### config.mk
export PLATFORM = sky130hd
export DESIGN_NAME = muldiv_unit
export DESIGN_NICKNAME = d
export VERILOG_FILES = /design/src/rtl/muldiv_pkg.sv /design/src/rtl/muldiv_unit.sv
export SDC_FILE = /design/constraint.sdc
export NUM_CORES = 1
export LEC_CHECK = 0
export BUFFER_PORTS_ARGS = -buffer_cell sky130_fd_sc_hd__buf_2
export CORE_MARGIN = 4
export CORE_UTILIZATION = 30
export DETAILED_ROUTE_END_ITERATION = 8
export HOLD_SLACK_MARGIN = 0.15
export PLACE_DENSITY = 0.55
export REMOVE_ABC_BUFFERS = 1
export SLEW_MARGIN = 40
export SYNTH_ARGS = -nofsm -noshare
export SYNTH_HDL_FRONTEND = slang
export SYNTH_SLANG_ARGS = --single-unit
### constraint.sdc
create_clock -name clk -period 4.5 [get_ports clk]
set_input_delay 0.225 -clock clk [delete_from_list [all_inputs] [get_ports clk]]
set_output_delay 0.225 -clock clk [all_outputs]
set_load 0.02 [all_outputs]
### src/rtl/muldiv_pkg.sv
// muldiv_pkg: RV32M funct3 encodings and FSM states shared by the multiply/divide unit
package muldiv_pkg;
    typedef enum logic [2:0] {
        OP_MUL    = 3'b000,
        OP_MULH   = 3'b001,
        OP_MULHSU = 3'b010,
        OP_MULHU  = 3'b011,
        OP_DIV    = 3'b100,
        OP_DIVU   = 3'b101,
        OP_REM    = 3'b110,
        OP_REMU   = 3'b111
    } op_e;
    typedef enum logic [1:0] {
        S_IDLE = 2'd0,
        S_RUN  = 2'd1,
        S_FIX  = 2'd2,
        S_DONE = 2'd3
    } state_e;
endpackage

### src/rtl/muldiv_unit.sv
// muldiv_unit: iterative RV32M multiply/divide, fixed 33-edge latency from start to done
module muldiv_unit
    import muldiv_pkg::*;
#(
    parameter int SIZE = 32
) (
    input  logic            clk,
    input  logic            rst_n,
    input  logic            start,
    input  logic [2:0]      funct3,
    input  logic [SIZE-1:0] operand_1,
    input  logic [SIZE-1:0] operand_2,
    output logic            busy,
    output logic            done,
    output logic [SIZE-1:0] result
);
    localparam int CW = $clog2(SIZE);
    state_e            state;
    op_e               op;
    logic [SIZE-1:0]   a, b;
    logic [2*SIZE-1:0] acc;
    logic [SIZE:0]     rem;
    logic [CW-1:0]     cnt;
    logic              neg_p, neg_r;
    op_e               op_in;
    logic              sa, sb;
    logic [SIZE-1:0]   abs_a, abs_b;
    logic [SIZE:0]     msum, shifted;
    logic              ge;
    logic [2*SIZE-1:0] prod;
    logic [SIZE-1:0]   quot, rmd, res;
    assign op_in = op_e'(funct3);
    assign sa    = operand_1[SIZE-1] & (op_in inside {OP_MULH, OP_MULHSU, OP_DIV, OP_REM});
    assign sb    = operand_2[SIZE-1] & (op_in inside {OP_MULH, OP_DIV, OP_REM});
    assign abs_a = sa ? -operand_1 : operand_1;
    assign abs_b = sb ? -operand_2 : operand_2;
    // Multiply keeps the multiplier in acc's low half; divide keeps dividend/quotient there
    assign msum    = {1'b0, acc[2*SIZE-1:SIZE]} + (acc[0] ? {1'b0, a} : '0);
    assign shifted = {rem[SIZE-1:0], acc[SIZE-1]};
    assign ge      = shifted >= {1'b0, b};
    // A zero divisor already yields all-ones quotient and |dividend| remainder; only suppress negation
    assign prod = neg_p ? -acc : acc;
    assign quot = (neg_p && |b) ? -acc[SIZE-1:0] : acc[SIZE-1:0];
    assign rmd  = neg_r ? -rem[SIZE-1:0] : rem[SIZE-1:0];
    assign res  = op == OP_MUL ? prod[SIZE-1:0] :
                  !op[2]       ? prod[2*SIZE-1:SIZE] :
                  !op[1]       ? quot : rmd;
    always_ff @(posedge clk) begin
        if (!rst_n) begin
            state  <= S_IDLE;
            busy   <= 1'b0;
            done   <= 1'b0;
            result <= '0;
            cnt    <= '0;
        end else begin
            case (state)
                S_IDLE: if (start) begin
                    op    <= op_in;
                    a     <= abs_a;
                    b     <= abs_b;
                    acc   <= {{SIZE{1'b0}}, funct3[2] ? abs_a : abs_b};
                    rem   <= '0;
                    neg_p <= sa ^ sb;
                    neg_r <= sa;
                    cnt   <= '0;
                    busy  <= 1'b1;
                    state <= S_RUN;
                end
                S_RUN: begin
                    if (op[2]) begin
                        acc <= {acc[2*SIZE-1:SIZE], acc[SIZE-2:0], ge};
                        rem <= ge ? shifted - {1'b0, b} : shifted;
                    end else begin
                        acc <= {msum, acc[SIZE-1:1]};
                    end
                    cnt <= cnt + 1'b1;
                    if (cnt == CW'(SIZE - 1)) state <= S_FIX;
                end
                S_FIX: begin
                    result <= res;
                    busy   <= 1'b0;
                    done   <= 1'b1;
                    state  <= S_DONE;
                end
                default: begin
                    done  <= 1'b0;
                    state <= S_IDLE;
                end
            endcase
        end
    end
endmodule

Yosys cells after proc, flatten, opt, wreduce, memory -nomap -nowiden
Index checks and enable logic that the tools add are counted.
- logic and storage cells: 77
- bits in registers: 206
- input bits: 70
- equal/unequal tests: 11
- magnitude comparators: 1
- $add $sub $neg: 8
- muxes and demuxes: 25
- reductions and logical operators: 16
- bitwise operators: 3
- operators by type and width (kind ; count):
    32-bit two-way mux ; 12
    64-bit two-way mux ; 3
    32-bit negation ; 4
    64-bit case mux with 2 select lines ; 1
    64-bit negation ; 1
    32-bit case mux with 2 select lines ; 1
    32-bit by 32-bit adder with 33-bit output ; 1
    33-bit by 32-bit >= comparator with 1-bit output ; 1
    32-bit OR reduction ; 1
    32-bit subtractor ; 1
    5-bit case mux with 2 select lines ; 1
    2-bit != test (second input constant) ; 4
    4-bit AND reduction ; 2
    3-bit equality test (second input constant) ; 2
    2-bit case mux with 3 select lines ; 1
    2-bit AND reduction ; 3
    3-bit AND reduction ; 2
    5-bit by 1-bit adder with 5-bit output (second input constant) ; 1
    5-bit equality test (second input constant) ; 1
    5-bit two-way mux ; 1
    2-bit two-way mux ; 2
    1-bit case mux with 2 select lines ; 2
    2-bit nonzero test ; 2
    4-bit nonzero test ; 1
    12 further kinds ; 13

Longest topological paths before layout
Gate-level depths: netlist of run 1.
- depth in word-level cells: 7
- depth in mapped cells: 15
- depth with buffers taken out: 14

Least setup slack after synthesis of run 1
OpenSTA, ideal clock, no wires.
- kind: flip-flop to flip-flop
- from: reg acc[0]
- to: reg result[26]
- library setup time: 0.132 ns
- stages on the path, launching flop included: 12
- path slack: 0.885 ns
- buffers on the path: 0
- arrival time: 3.483 ns
- required time: 4.368 ns
- path through: edfxtp_1 > inv_1 > ha_1 > or3b_1 > or4b_1 > or4b_4 > or3_4 > or4_1 > o31ai_2 > xnor2_1 > a21oi_1 > a21oi_1
- word-level cells in the longest chain between the ends: 5
- ends and longest elaborated chain (what ; RTL line ; source):
    from (decl) ; muldiv_unit.sv:21 ; logic [2*SIZE-1:0] acc;
    from (signal assigned) ; muldiv_unit.sv:61 ; acc <= {{SIZE{1'b0}}, funct3[2] ? abs_a : abs_b};
    from (signal assigned) ; muldiv_unit.sv:71 ; acc <= {acc[2*SIZE-1:SIZE], acc[SIZE-2:0], ge};
    from (signal assigned) ; muldiv_unit.sv:74 ; acc <= {msum, acc[SIZE-1:1]};
    32-bit negation ; muldiv_unit.sv:43 ; assign quot = (neg_p && |b) ? -acc[SIZE-1:0] : acc[SIZE-1:0];
    32-bit two-way mux ; muldiv_unit.sv:43 ;
    32-bit two-way mux ; muldiv_unit.sv:47 ; !op[1] ? quot : rmd;
    32-bit two-way mux ; muldiv_unit.sv:46 ; !op[2] ? prod[2*SIZE-1:SIZE] :
    32-bit two-way mux * ; muldiv_unit.sv:45 ; assign res = op == OP_MUL ? prod[SIZE-1:0] :
    to (signal assigned) ; muldiv_unit.sv:80 ; result <= res;
    to (decl) ; muldiv_unit.sv:15 ; output logic [SIZE-1:0] result
Every way passes the cells marked *; elsewhere a longest branch is shown, timed or not.
A chain may end at the register's enable or synchronous reset.

Worst setup path in the final report of run 1
Ends and elaborated chain as after synthesis.

==> results.ini, run 1 <==
[final_layout]
diodes=0
fin_area_um2=18900
fin_nets=2074
final_cell_mix=nand2_1, edfxtp_1, o21ai_0, xnor2_1, nor2_1
areaGrowthSynthToFinish_pct=17.0
final.fill_count=5425
layout-drive-gt1-share=0.124
final_common_cell=nand2_1
fin_cells=2638
utilization=0.357

[status]
outcome=completed

[timing]
fmax_ghz=0.247
fin_setup_tns_ns=0
timing.slew.headroom=0.427
layout_min_cycle_time_ns=4.05
fin_ws_ns=0.448
final_hold_viol_count=0
timing.final.max_slew_violations=0
fin_crit_sh=0.900
fin_skew_ns=0.0186
finalSetupViolations=0
grt_setup_unrepaired=no
tightest_slew_ns=0.858

[routing]
drt_first_pass_iters=5
drt_iter0_markers=1321
drtAntennaViolNets=0
via_per_inst=5.42
wl_um=55000
num_vias=14300
wl_per_cell_um=20.8
drc_errors=0

[worst_setup_path]
path_depth=11
critPathTopFamily=simple AND/OR/NAND/NOR gates
worstSetupEndpointType=flop
crit_chain=inv_1 > ha_1 > or3b_1 > or4b_1 > or4b_4 > or3_4 > or4_1 > o31ai_2 > xnor2_1 > a21oi_1 > a21oi_1
critical_path.max_fanout=6
critPathArrivalTime_ns=4.55
criticalPathCategory=reg2reg
startpoint=acc[0]
worst_setup_path_start_kind=flop
crit_buf_inv=1
cp_data_required_time_ns=4.99
reg2regPathDepth=11
max_stage_delay_ns=0.67
slowest_stage=or4b_1
cpMostUsedCell=a21oi_1
crit-reg2reg-launch=acc[0]

[placed_design]
post-place-ws_ns=0.423
postPlaceCellArea_um2=17400
dp.cells=2532
gp_congestion=0.929
post-dp-hpwl_um=41300
portBuffers=103

[synthesis]
synth-xor-area-share=0.123
postSynthAreaPerCell_um2=8.93
syn_inst=1807
yosysWarnings=0
synth_fa_ha_area_frac=0.0591
synth_mux_area_frac=0.0563
seq_area_frac_synth=0.358
synth_compound_area_frac=0.186
synthSimpleGateAreaFrac=0.178
synth_area_um2=16100
async_flop_share=0
synth_top_family_by_area=compound AO/OA/AOI/OAI gates
synth_ff_type=edfxtp_1
synth.ff_latch_count=206
synth_edf_count=165
yosys.cell_types.count=76

[floorplanning]
initial_utilization=0.305
num_rows=84
die_w_um=240
die_h_um=240
ioPinCount=104
die_area_um2=57600
coreArea_um2=52900

[job]
drv_cap=0

[clocking]
cts_tree=done
clkTransAtPathRegs_ns=0.06
clk-insertion-delay-late_ns=0.57
htree_levels=1
clock-sinks=206
cts_root_buffer=clkbuf_16
clockBufferDepth=3
cts_buffers=27

[power_and_ir_drop]
power.leakage_nw=7.43
power_density_nw_per_um2=579
max-vdd-ir-drop_v=0.000271

[global_route]
grt_pass1_vias=13600
grt_max_degree=92
gr-usage-all-layers=0.184
antenna_found_initial=1
gr-total-overflow=0
grt_pass1_wl_um=82900

[worst_hold_path]
holdPathStages=2
hp-class=in2reg
hp-start=operand_1[24]

## repair_timing
item,CTS,global route
hold endpoints to repair,64,0
hold buffers,55,0
resized for setup,0,0
buffers inserted,0,0
setup endpoints to repair,0,0
## sequential cells by signal, summed over array words and instances (netlist names)
name / cells
neg_p: 1
op: 3
a: 32
busy: 1
neg_r: 1
rem: 32
b: 32
cnt: 5
done: 1
result: 32
state: 2
acc: 64
## cell type report
type | instances | area, µm² | share of cell area
clock inverters | 20 | 188 | 0.00994
inverters | 73 | 274 | 0.0145
well taps | 688 | 861 | 0.0456
clock buffers | 30 | 697 | 0.0369
flip-flops and latches | 206 | 5780 | 0.306
repair buffers | 190 | 1320 | 0.0698
multi-input cells | 1431 | 9780 | 0.518
## Yosys cell counts (6+ instances only)
cell	number	area [µm²]
a211oi_1	7	52.6
a21boi_0	7	52.6
a21o_1	35	263
a21oi_1	109	546
a221oi_1	10	87.6
a222oi_1	7	70.1
a22oi_1	6	45.0
a31oi_1	13	81.3
and2_1	41	257
and3_1	10	62.6
buf_1	11	41.3
clkbuf_1	82	308
dfxtp_1	41	821
edfxtp_1	165	4950
ha_1	73	913
inv_1	72	270
mux2_2	30	338
mux2i_1	57	571
nand2_1	191	717
nand2b_1	22	138
nand3_1	14	70.1
nand4_1	8	50.1
nor2_1	111	417
nor2b_1	47	294
nor3_1	37	185
nor4_1	21	131
o211a_1	9	90.1
o211ai_1	9	67.6
o21a_1	11	82.6
o21ai_0	145	726
o22ai_1	9	56.3
o31ai_1	36	270
o41ai_1	15	131
or2_2	6	37.5
or3_1	23	144
or4_1	25	188
xnor2_1	125	1090
xor2_1	101	885
## per-layer routing
layer / global-route usage / vias up / part of all wire
met5: 0 / - / 0.00013
met1: 0.260 / 6877 / 0.45
li1: - / 6827 / -
met3: 0.0288 / 88 / 0.063
met4: 0.0547 / 2 / 0.033
met2: 0.291 / 505 / 0.45
## path summary, 6_finish.rpt
check,end,slack (ns)
worst max-delay path,result[26],0.45
worst min-delay path,a[24],0.15
worst max register to register,result[26],0.45
worst min register to register,result[9],0.46
## report_power, final
group	internal [mW]	switching, mW	total, mW
registers	2.81	0.740	3.55
logic	2.11	3.07	5.19
clock network	1.29	0.917	2.20
## stage by stage
step / hold slack, ns / power (mW)
after detailed placement: 0.448 / 8.67
after global placement: 0.446 / 8.61
after floorplan: 0.324 / 7.03
after global routing: 0.156 / 11.7
after CTS: 0.150 / 11.0
final: 0.153 / 10.9
## cell families after synthesis
logic type | after synthesis
AOI/OAI and AO/OA | 468
xor gates and xnor gates | 226
adders and majority gates | 75
buffers and inverters | 170
DFF | 206
muxes | 87
and+or+nand+nor | 575
Power figures use the tool's default switching activity.
==> run 2: changes to the inputs <==
Settings changed: PLACE_DENSITY 0.55 to 0.5.
==> run 2 against run 1 <==
Effect of this change:
- clock-buffer cell count up 5
- clock power up 9%
- maximum frequency up 1.5%
- via count down 1.1%
- cell area up 0.69%
- clock skew up 0.0058 ns
- sequential power about the same
- critical path type unchanged
- critical endpoint unchanged
- largest cell class unchanged
- highest routed layer unchanged
==> results.ini, run 2 (synthesized netlist as in run 1, its figures left out) <==
[global_route]
grt_max_degree=105
grt_pass1_wl_um=84700
gr-total-overflow=0
antenna_found_initial=3
gr-usage-all-layers=0.190
grt_pass1_vias=13700

[worst_setup_path]
worst_setup_path_start_kind=flop
critPathArrivalTime_ns=4.40
criticalPathCategory=reg2reg
crit-reg2reg-launch=acc[0]
cp_data_required_time_ns=4.91
reg2regPathDepth=11
critical_path.max_fanout=6
worstSetupEndpointType=flop
reg2reg_slack_ns=0.51
reg2reg_to=result[26]

[clocking]
cts_buffers=28
clock-sinks=206
cts-resized-gates=0
cts_tree=done
clkTransAtPathRegs_ns=0.06
cts_root_buffer=clkbuf_16
postCtsSetupBuffers=0
clk-insertion-delay-late_ns=0.57
htree_levels=1
clockBufferDepth=3
postCtsHoldBufs=58

[timing]
final_hold_viol_count=0
grt_setup_unrepaired=no
fin_skew_ns=0.0244
finalSetupViolations=0
fmax_ghz=0.250
fin_setup_tns_ns=0
layout_min_cycle_time_ns=3.99
timing.slew.headroom=0.490
timing.final.max_slew_violations=0
fin_crit_sh=0.887
tightest_slew_ns=0.765
hold_ws_ns=0.176

[placed_design]
portBuffers=103
post-dp-hpwl_um=42200
gp_congestion=0.906

[floorplanning]
die_area_um2=57600
num_rows=84
ioPinCount=104
coreArea_um2=52900
initial_utilization=0.305
die_w_um=240
die_h_um=240

[final_layout]
final_common_cell=nand2_1
fin_nets=2077
largest_reg_flops=64
final_cell_mix=nand2_1, edfxtp_1, o21ai_0, xnor2_1, nor2_1
areaGrowthSynthToFinish_pct=17.8
final.fill_count=5384
layout-drive-gt1-share=0.123
top_register=acc

[routing]
drt_iter0_markers=1234
wl_per_cell_um=21.3
drt_first_pass_iters=5
drtAntennaViolNets=0
num_vias=14100
drc_errors=0
wl_um=56200
via_per_inst=5.35

[worst_hold_path]
holdPathStages=2
hp-start=operand_1[23]
hp-class=in2reg
whs_endpoint=a[23]

[status]
outcome=completed

[power_and_ir_drop]
power.leakage_nw=7.49
power_density_nw_per_um2=587
max-vdd-ir-drop_v=0.000272

[job]
drv_cap=0

==> run 2: how the worst max path moves through the flow <==
stage / from / to / slack [ns] / cells after the start
floorplan: state[1] / acc[32] / -0.33 / 5
global placement: acc[0] / result[26] / 0.57 / 11
detailed placement: acc[0] / result[26] / 0.55 / 11
CTS: acc[0] / result[26] / 0.51 / 11
global route: acc[0] / acc[63] / 0.28 / 13
finish: acc[0] / result[26] / 0.51 / 11
==> run 2: area by class of cell <==
type	instances	area, µm²	area share
Clock inverter	17	218	0.0114
Tap cell	688	861	0.0453
Inverter	73	274	0.0144
Antenna cell	1	2.50	0.000132
Sequential cell	206	5780	0.304
Multi-Input combinational cell	1431	9770	0.514
Clock buffer	35	748	0.0393
Timing Repair Buffer	192	1370	0.0718
==> run 2: stage by stage <==
| stage | total power, mW | util | worst slack (ns) | instances | area, µm² |
|---|---|---|---|---|---|
| floorplan | 7.03 | - | -0.327 | 1710 | 15800 |
| global placement | 8.69 | 0.330 | 0.570 | 2531 | 17400 |
| detailed placement | 8.73 | 0.330 | 0.549 | 2531 | 17500 |
| CTS | 11.2 | 0.359 | 0.512 | 2641 | 19000 |
| global route | 12.0 | 0.360 | 0.282 | 2642 | 19000 |
| finish | 11.2 | 0.360 | 0.506 | 2643 | 19000 |
==> run 2: layer usage <==
| metal | vias to the layer above | global-route usage | routed length [µm] |
|---|---|---|---|
| met5 | - | 0 | 24 |
| met2 | 427 | 0.303 | 25500 |
| met1 | 6786 | 0.268 | 25600 |
| met4 | 4 | 0.0595 | 2000 |
| li1 | 6829 | - | - |
| met3 | 92 | 0.0259 | 3150 |
==> run 2: power by group <==
part           internal (mW)  switching [mW]
sequential              2.81           0.763
clock                   1.46           0.924
combinational           2.15            3.06
total                   6.42            4.75
==> run 2: critical path, stage by stage, from the launching register on <==
cell      delay [ns]
edfxtp_1        0.48
inv_1           0.12
ha_1            0.17
or3b_1          0.41
or4b_1          0.63
or4b_4          0.58
or3_4           0.45
or4_1           0.46
o31ai_2         0.22
xnor2_1         0.09
a21oi_1         0.15
a21oi_1         0.08
